## src/rtl/traffic_phase_timer_pkg.sv

```systemverilog
// traffic_pkg: shared timer state encoding and default phase durations.
package traffic_pkg;
    typedef enum logic [1:0] {IDLE, RUN_S, RUN_L, DONE} phase_timer_state_e;
    localparam int SHORT_CYC_DEF = 5;
    localparam int LONG_CYC_DEF  = 20;
endpackage

```

## src/rtl/traffic_phase_timer_if.sv

```systemverilog
// traffic_phase_timer_if: link between the traffic FSM (master) and the phase timer (slave).
interface traffic_phase_timer_if #(parameter int CNT_W = 8);
    logic             ST;
    logic             TS;
    logic             TL;
    logic             C;
    logic             busy;
    logic [CNT_W-1:0] cnt;
    modport master (output ST, input TS, TL, C, busy, cnt);
    modport slave  (input ST, output TS, TL, C, busy, cnt);
endinterface

```

## src/rtl/traffic_phase_timer_sensor_debounce.sv

```systemverilog
// sensor_debounce: 2-flop synchroniser followed by a stable-count debouncer.
module sensor_debounce #(
    parameter int DEB_CYC = 3
) (
    input  logic clk,
    input  logic rst,
    input  logic d_async,
    output logic q
);
    localparam int DW = $clog2(DEB_CYC + 1);
    logic [1:0]    sync_q, sync_d;
    logic [DW-1:0] deb_q, deb_d;
    logic          q_q, q_d;
    logic          c_s;
    assign c_s = sync_q[1];
    always_comb begin
        sync_d = {sync_q[0], d_async};
        deb_d  = (c_s != q_q) ? deb_q + 1'b1 : '0;
        q_d    = q_q;
        if (deb_d == DW'(DEB_CYC)) begin
            q_d   = c_s;
            deb_d = '0;
        end
    end
    always_ff @(posedge clk or negedge rst) begin
        if (!rst) begin
            sync_q <= '0;
            deb_q  <= '0;
            q_q    <= 1'b0;
        end else begin
            sync_q <= sync_d;
            deb_q  <= deb_d;
            q_q    <= q_d;
        end
    end
    assign q = q_q;
endmodule

```

## src/rtl/traffic_phase_timer.sv

```systemverilog
// traffic_phase_timer: short/long phase interval timer plus debounced car sensor.
module traffic_phase_timer
    import traffic_pkg::*;
#(
    parameter int SHORT_CYC = SHORT_CYC_DEF,
    parameter int LONG_CYC  = LONG_CYC_DEF,
    parameter int CNT_W     = 8,
    parameter int DEB_CYC   = 3
) (
    input  logic                  clk,
    input  logic                  rst,
    input  logic                  C_raw,
    traffic_phase_timer_if.slave  bus
);
    if (!(SHORT_CYC < LONG_CYC && LONG_CYC < 2**CNT_W)) begin : g_bad_cyc
        $error("traffic_phase_timer: need SHORT_CYC < LONG_CYC < 2**CNT_W");
    end
    if (DEB_CYC < 1) begin : g_bad_deb
        $error("traffic_phase_timer: DEB_CYC must be >= 1");
    end
    phase_timer_state_e state_q, state_d;
    logic [CNT_W-1:0]   cnt_q, cnt_d, cnt_inc;
    always_comb begin
        cnt_inc = cnt_q + 1'b1;
        state_d = state_q;
        cnt_d   = cnt_q;
        if (bus.ST) begin
            state_d = RUN_S;
            cnt_d   = '0;
        end else if (state_q == RUN_S) begin
            cnt_d   = cnt_inc;
            state_d = (cnt_inc == CNT_W'(SHORT_CYC)) ? RUN_L : RUN_S;
        end else if (state_q == RUN_L) begin
            cnt_d   = cnt_inc;
            state_d = (cnt_inc == CNT_W'(LONG_CYC)) ? DONE : RUN_L;
        end
    end
    always_ff @(posedge clk or negedge rst) begin
        if (!rst) begin
            state_q <= IDLE;
            cnt_q   <= '0;
        end else begin
            state_q <= state_d;
            cnt_q   <= cnt_d;
        end
    end
    // Outputs decode registered state only, so ST never reaches them combinationally.
    assign bus.TS   = (state_q == RUN_L) || (state_q == DONE);
    assign bus.TL   = (state_q == DONE);
    assign bus.busy = (state_q == RUN_S) || (state_q == RUN_L);
    assign bus.cnt  = cnt_q;
    sensor_debounce #(.DEB_CYC(DEB_CYC)) u_deb (
        .clk     (clk),
        .rst     (rst),
        .d_async (C_raw),
        .q       (bus.C)
    );
endmodule

```

## src/flat_wrapper.sv

```systemverilog
// flat-port wrapper written by rule: the top's interface ports become plain ports
module traffic_phase_timer_flat import traffic_pkg::*;
#(
    parameter int SHORT_CYC = SHORT_CYC_DEF,
    parameter int LONG_CYC  = LONG_CYC_DEF,
    parameter int CNT_W     = 8,
    parameter int DEB_CYC   = 3
)
  (clk, rst, C_raw, bus_ST, bus_TS, bus_TL, bus_C, bus_busy, bus_cnt);
  traffic_phase_timer_if #(.CNT_W(CNT_W)) bus_i ();
  input  logic clk;
  input  logic rst;
  input  logic C_raw;
  input wire logic [$bits(bus_i.ST)-1:0] bus_ST;
  output wire logic [$bits(bus_i.TS)-1:0] bus_TS;
  output wire logic [$bits(bus_i.TL)-1:0] bus_TL;
  output wire logic [$bits(bus_i.C)-1:0] bus_C;
  output wire logic [$bits(bus_i.busy)-1:0] bus_busy;
  output wire logic [$bits(bus_i.cnt)-1:0] bus_cnt;
  assign bus_i.ST = bus_ST;
  assign bus_TS = bus_i.TS;
  assign bus_TL = bus_i.TL;
  assign bus_C = bus_i.C;
  assign bus_busy = bus_i.busy;
  assign bus_cnt = bus_i.cnt;
  traffic_phase_timer #(.SHORT_CYC(SHORT_CYC), .LONG_CYC(LONG_CYC), .CNT_W(CNT_W), .DEB_CYC(DEB_CYC)) u_core (.clk(clk), .rst(rst), .C_raw(C_raw), .bus(bus_i));
endmodule
```

## config.mk

```make
export PLATFORM = sky130hd
export DESIGN_NAME = traffic_phase_timer_flat
export DESIGN_NICKNAME = d
export VERILOG_FILES = /design/src/rtl/traffic_phase_timer_pkg.sv /design/src/rtl/traffic_phase_timer_if.sv /design/src/rtl/traffic_phase_timer_sensor_debounce.sv /design/src/rtl/traffic_phase_timer.sv /design/src/flat_wrapper.sv
export SDC_FILE = /design/constraint.sdc
export NUM_CORES = 1
export LEC_CHECK = 0
export CAP_MARGIN = 0
export CORE_UTILIZATION = 53
export DETAILED_ROUTE_END_ITERATION = 10
export PLACE_DENSITY = 0.86
export SYNTH_ARGS = -nofsm -noshare
export SYNTH_HDL_FRONTEND = slang
export SYNTH_SLANG_ARGS = --single-unit
```

## constraint.sdc

```tcl
create_clock -name clk -period 2.6 [get_ports clk]
set_input_delay 0.26 -clock clk [delete_from_list [all_inputs] [get_ports clk]]
set_output_delay 0.26 -clock clk [all_outputs]
set_load 0.01 [all_outputs]
```

==> results of run 1 <==
==> cells by family (layout without fill, tap and decap cells) <==
kind of cell,after synthesis,in the layout,share of synthesized area
AO/OA/AOI/OAI,12,12,0.1021
XOR/XNOR,9,9,0.09459
adder cells (fa/ha/maj),5,5,0.07508
buffers and inverters,8,25,0.03753
flip-flops,15,15,0.4505
multiplexers,1,1,0.01351
AND/OR/NAND/NOR,34,34,0.2267
==> state kept, by name, summed over array words and instances, names as in the netlist <==
signal / count
u_core.state_q: 2
u_core.u_deb.q: 1
u_core.u_deb.deb_q: 2
u_core.bus.cnt: 8
u_core.u_deb.sync_q: 2
==> worst max-delay path by stage <==
stage / startpoint / end
3_3_place_gp: bus_ST / u_core.state_q[0]$_DFFE_PN0P_
6_report: u_core.state_q[0]$_DFFE_PN0P_ / bus_TS
3_5_place_dp: bus_ST / u_core.state_q[0]$_DFFE_PN0P_
5_1_grt: u_core.state_q[0]$_DFFE_PN0P_ / bus_TS
4_1_cts: u_core.state_q[0]$_DFFE_PN0P_ / bus_TS
2_1_floorplan: u_core.bus.cnt[1]$_DFFE_PN0P_ / u_core.state_q[0]$_DFFE_PN0P_
==> cells in the mapped netlist, drive strengths merged, types with 2 or more instances <==
master,instances
a21oi,4
and4,3
dfrtp,15
ha,5
inv,6
nand2,7
nand3,2
nor2,8
nor2b,2
nor3,4
nor3b,2
o21ai,2
or2,2
or3,2
xnor2,5
xor2,4
==> per-stage QoR <==
| stage | utilization | area (um2) |
|---|---|---|
| 6_report | 0.7385 | 1021 |
| 3_5_place_dp | 0.7186 | 993.5 |
| 2_1_floorplan | - | 833.3 |
| 5_1_grt | 0.7385 | 1021 |
| 3_3_place_gp | 0.7186 | 993.5 |
| 4_1_cts | 0.7385 | 1021 |
==> metal layers <==
metal  wire length (um)  GRT usage
met1                729     0.2612
met2                737     0.3125
met3                 51    0.03913
met4                  8    0.05806
met5                  0          0
==> area by class of cell <==
type	instances	area (um2)	share of cell area
multi-input combinational	61	426.7	0.4179
sequential	15	375.4	0.3676
timing repair buffer	15	150.1	0.1471
clock buffer	3	22.52	0.02206
inverter	6	22.52	0.02206
tap	15	18.77	0.01838
clock inverter	1	5.005	0.004902
==> report_power, final <==
part / total, uW / switching (uW) / internal (uW)
registers: 350 / 64.5 / 286
clock network: 131 / 73.7 / 57.0
logic: 382 / 184 / 198
==> layout by cell type (no fill, tap or decap), types with 2 or more instances in the layout <==
| master | Yosys | routed |
|---|---|---|
| xor2_1 | 4 | 4 |
| clkdlybuf4s50_1 | 0 | 15 |
| clkbuf_4 | 0 | 3 |
| inv_1 | 6 | 6 |
| nor3_1 | 4 | 4 |
| nor2b_1 | 2 | 2 |
| dfrtp_1 | 15 | 15 |
| nand3_1 | 2 | 2 |
| or3_1 | 2 | 2 |
| nand2_1 | 7 | 7 |
| xnor2_1 | 5 | 5 |
| nor3b_1 | 2 | 2 |
| nor2_1 | 8 | 8 |
| ha_1 | 5 | 5 |
| a21oi_1 | 4 | 4 |
| o21ai_0 | 2 | 2 |
| and4_4 | 2 | 2 |
==> impl_metrics.env, run 1 <==
export IMPL_cts_tree="done"
export IMPL_hold_viol=0
export IMPL_synth_flop_cell="dfrtp_1"
export IMPL_grt_max_degree=16
export IMPL_area_growth_synth_to_final_pct=22.52
export IMPL_grt_pass1_wl_um=2587
export IMPL_root_buffer="clkbuf_4"
export IMPL_ios=16
export IMPL_rrSetupSlack_ps=610
export IMPL_cts_clk_slew_worst_paths_ps=90
export IMPL_wl_per_cell_um=13.17
export IMPL_cts_path_max_buffers=2
export IMPL_crit_type="flip-flop to primary output"
export IMPL_cellPowerDensity_mw_per_mm2=845.6
export IMPL_gp_congestion=0.8579
export IMPL_synth_edf_count=0
export IMPL_die_y_um=41.65
export IMPL_setup_viol=0
export IMPL_crit_chain="inv_1 -> ha_1 -> or2_2 -> clkdlybuf4s50_1"
export IMPL_hpwl_um=1133
export IMPL_p_total_uw=863.4
export IMPL_synth_area_um2=833.3
export IMPL_cts_made_buffers=3
export IMPL_startpoint_type="flip-flop"
export IMPL_seq_area_frac_synth=0.4505
export IMPL_cpPeakStageDelay_ps=490
export IMPL_critPathMaxFanout=5
export IMPL_syn_area_per_cell_um2=9.920
export IMPL_postCtsHoldBufs=0
export IMPL_min_period_over_period=0.7943
export IMPL_vias_per_cell=5.655
export IMPL_dr_first_iter_drc_count=31
export IMPL_grt_pass1_vias=607
export IMPL_dp_cells=112
export IMPL_clk_latency_ps=280
export IMPL_firstDrtPassIters=4
export IMPL_required_ps=2340
export IMPL_synth_area_leader_cell="dfrtp_1"
export IMPL_via_count=656
export IMPL_cp_depth=4
export IMPL_port_buffer_count=15
export IMPL_cp_arrival_ps=1810
export IMPL_whs_ps=361.9
export IMPL_worst_setup_path_end_kind="primary output"
export IMPL_gr_total_overflow=0
export IMPL_syn_instance_count=84
export IMPL_worst_slack_ps=534.7
export IMPL_r2r_start="u_core.bus.cnt[0]$_DFFE_PN0P_"
export IMPL_post_cts_buffers=0
export IMPL_wirelength_um=1528
export IMPL_drv_slew=0
export IMPL_start_util=0.6027
export IMPL_synthTopCellsByArea="dfrtp_1 (45%), ha_1 (7.5%), xnor2_1 (5.3%)"
export IMPL_synth_cell_types=29
export IMPL_yosysWarningCount=0
export IMPL_ys_seq_elements=15
export IMPL_fmax_mhz=484.2
export IMPL_finalCriticalPeriod_ps=2065
export IMPL_die_area_mm2=0.001735
export IMPL_drive_gt1_frac=0.08911
export IMPL_ant_nets=0
export IMPL_skew_ps=6.970
export IMPL_core_area_mm2=0.001383
export IMPL_htree_levels=1
export IMPL_crit_buf_inv=2
export IMPL_cap_violations=0
export IMPL_final_cell_count_no_fill=116
export IMPL_ir_drop_mv=0.5776
export IMPL_cts_resized_gates=0
export IMPL_die_w_um=41.65
export IMPL_rr_endpoint="u_core.state_q[0]$_DFFE_PN0P_"
export IMPL_rsz0062_at_grt="false"
export IMPL_fillCellCount=107
export IMPL_finalSetupTns_ps=0
export IMPL_track_usage=0.1934
export IMPL_rows=13
export IMPL_crit_family="buffers and inverters"
export IMPL_antenna_cells=0
export IMPL_async_flop_share=1.000
export IMPL_syn_num_nets=93
export IMPL_worstMarginPinSlew_ps=640.2
export IMPL_dpl_worst_slack_ps=653.5
export IMPL_rr_worst_depth=6
export IMPL_hold_class="input pin to asynchronous set/reset pin"
export IMPL_drc=0
export IMPL_synth_top_area_frac=0.4505
export IMPL_nets=111
export IMPL_leakage_uw=0.0004435
export IMPL_grt_antenna_before_repair=0
export IMPL_numClockSinks=15
export IMPL_cp_slowest_cell="clkdlybuf4s50_1"
export IMPL_slew_headroom=0.5719
export IMPL_status="finished clean"
No activity file was read; power rests on OpenSTA's default activity.
==> run 2, diff against run 1 <==
--- a/config.mk
+++ b/config.mk
@@ -6,9 +6,9 @@
 export NUM_CORES = 1
 export LEC_CHECK = 0
 export CAP_MARGIN = 0
-export CORE_UTILIZATION = 53
+export CORE_UTILIZATION = 45
 export DETAILED_ROUTE_END_ITERATION = 10
-export PLACE_DENSITY = 0.86
+export PLACE_DENSITY = 0.79
 export SYNTH_ARGS = -nofsm -noshare
 export SYNTH_HDL_FRONTEND = slang
 export SYNTH_SLANG_ARGS = --single-unit
==> constraint.sdc (replaced) <==
create_clock -name clk -period 1.9 [get_ports clk]
set_input_delay 0.19 -clock clk [delete_from_list [all_inputs] [get_ports clk]]
set_output_delay 0.19 -clock clk [all_outputs]
set_load 0.01 [all_outputs]
==> run 2 against run 1 <==
Wire length shrank 7.9%. Register-to-register slack lost 460 ps. Combinational power up 51%. Hold slack lost 69 ps. Sequential cell count unchanged. Via count rose by 1.7%. First-iteration DRC count shrank 81%. Highest routed layer unchanged.
==> impl_metrics.env, run 2 (synthesis gave the netlist of run 1 again) <==
export IMPL_status="finished clean"
export IMPL_via_count=667
export IMPL_dr_first_iter_drc_count=6
export IMPL_worst_slack_ps=116.0
export IMPL_wirelength_um=1408
export IMPL_die_y_um=45.03
export IMPL_die_area_mm2=0.002028
export IMPL_ir_drop_mv=0.6557
export IMPL_worst_setup_path_end_kind="primary output"
export IMPL_post_cts_buffers=0
export IMPL_worstMarginPinSlew_ps=638.9
export IMPL_cts_path_max_buffers=2
export IMPL_drc=0
export IMPL_p_total_uw=1213
export IMPL_cts_tree="done"
export IMPL_seqCellArea_um2=376.6
export IMPL_gr_total_overflow=0
export IMPL_cap_violations=0
export IMPL_rows=15
export IMPL_drv_slew=0
export IMPL_htree_levels=1
export IMPL_startpoint_type="flip-flop"
export IMPL_root_buffer="clkbuf_4"
export IMPL_ant_nets=0
export IMPL_path_common_cell="inv_1"
export IMPL_fillCellCount=175
export IMPL_gp_congestion=0.7755
export IMPL_drive_gt1_frac=0.1524
export IMPL_slew_headroom=0.5727
export IMPL_p_switching_uw=433.9
export IMPL_fmax_mhz=560.5
export IMPL_cp_slowest_cell="clkdlybuf4s50_1"
export IMPL_setup_viol=0
export IMPL_cp_arrival_ps=1590
export IMPL_core_area_mm2=0.001727
export IMPL_rsz0062_at_grt="false"
export IMPL_hold_viol=0
export IMPL_start_util=0.4826
export IMPL_postCtsHoldBufs=0
export IMPL_crit_buf_inv=3
export IMPL_p_clk_frac=0.149
export IMPL_finalCriticalPeriod_ps=1784
export IMPL_die_w_um=45.03
export IMPL_nets=115
export IMPL_cts_clk_slew_worst_paths_ps=100
export IMPL_min_period_over_period=0.9389
export IMPL_p_int_uw=778.9
export IMPL_leakage_uw=0.0004652
export IMPL_firstDrtPassIters=4
export IMPL_seqPwrFrac=0.375
export IMPL_antenna_cells=0
export IMPL_finalSetupTns_ps=0
export IMPL_port_buffer_count=15
export IMPL_numClockSinks=15
export IMPL_cts_made_buffers=3
export IMPL_area_growth_synth_to_final_pct=28.53
export IMPL_grt_pass1_wl_um=2628
export IMPL_largest_reg_flops=8
export IMPL_switching_share=0.3578
export IMPL_multi_input_area_um2=434.2
export IMPL_crit_family="buffers and inverters"
export IMPL_hpwl_um=1078
export IMPL_cpPeakStageDelay_ps=520
export IMPL_cellPowerDensity_mw_per_mm2=1132
export IMPL_vias_per_cell=5.131
export IMPL_critPathMaxFanout=5
export IMPL_pwr_share_comb=0.476
export IMPL_hold_class="input pin to asynchronous set/reset pin"
export IMPL_skew_ps=8.281
export IMPL_grt_max_degree=16
export IMPL_crit_chain="inv_1 -> ha_1 -> inv_1 -> clkdlybuf4s50_1"
export IMPL_clk_latency_ps=280
export IMPL_wl_per_cell_um=10.83
export IMPL_grt_pass1_vias=628
export IMPL_track_usage=0.1785
export IMPL_crit_type="flip-flop to primary output"
export IMPL_layout_common_cells="clkdlybuf4s50_1 (14), dfrtp_1 (14), nor2_1 (8)"
export IMPL_required_ps=1710
export IMPL_grt_antenna_before_repair=0
export IMPL_ios=16
export IMPL_dpl_worst_slack_ps=96.41
[run 2: worst register-to-register path, cell delays in order (launching register included)]
cell and delay, ps:
dfrtp_1 480, and4_4 280, and4_4 240, xnor2_1 130, a41oi_1 160, a311o_1 340
[run 2: through the flow]
| step | hold slack (ps) | area [um2] | std cells | utilization |
|---|---|---|---|---|
| 3_3_place_gp | 337.4 | 1036 | 126 | 0.6000 |
| 6_report | 292.5 | 1071 | 130 | 0.6203 |
| 3_5_place_dp | 343.4 | 1036 | 126 | 0.6000 |
| 5_1_grt | 342.0 | 1071 | 130 | 0.6203 |
| 2_1_floorplan | -105.6 | 833.3 | 84 | - |
| 4_1_cts | 327.3 | 1062 | 130 | 0.6152 |
[run 2: final cells by class]
class	instances	area share
clock buffers	3	0.02103
flip-flops and latches	15	0.3516
clock inverters	1	0.004673
inverters	6	0.02103
well taps	25	0.02921
repair buffers	19	0.1671
multi-input cells	61	0.4054
[run 2: path summary, 6_finish.rpt]
check                                            startpoint                                to  slack [ps]  cells after the start
max in group asynchronous                               rst     u_core.state_q[0]$_DFFE_PN0P_        1160                      1
hold reg to reg            u_core.u_deb.sync_q[0]$_DFF_PN0_  u_core.u_deb.sync_q[1]$_DFF_PN0_         360                      0
min in group clk                                      C_raw  u_core.u_deb.sync_q[0]$_DFF_PN0_         350                      1
setup / recovery              u_core.state_q[0]$_DFFE_PN0P_                          bus_busy         120                      4
hold / removal                                          rst     u_core.bus.cnt[0]$_DFFE_PN0P_         290                      1
setup reg to reg              u_core.bus.cnt[3]$_DFFE_PN0P_     u_core.state_q[0]$_DFFE_PN0P_         150                      5
[run 2: routing by layer]
metal	global-route usage	vias up	wire (um)
li1	-	333	-
met1	0.2429	321	686
met2	0.2870	11	661
met3	0.03600	2	49
met4	0.05455	0	10
met5	0	-	0
[run 2: power by group through the flow]
stage	Combinational, uW	Sequential [uW]	Clock, uW
after floorplan	297	482	0
after global placement	586	452	0
after detailed placement	589	456	0
after CTS	584	452	187
after global routing	649	468	203
final	577	455	181
[run 2: timing repair]
action | CTS | global route
setup endpoints to repair | 1 | 2
hold endpoints to repair | 0 | 0
resized for setup | 1 | 3
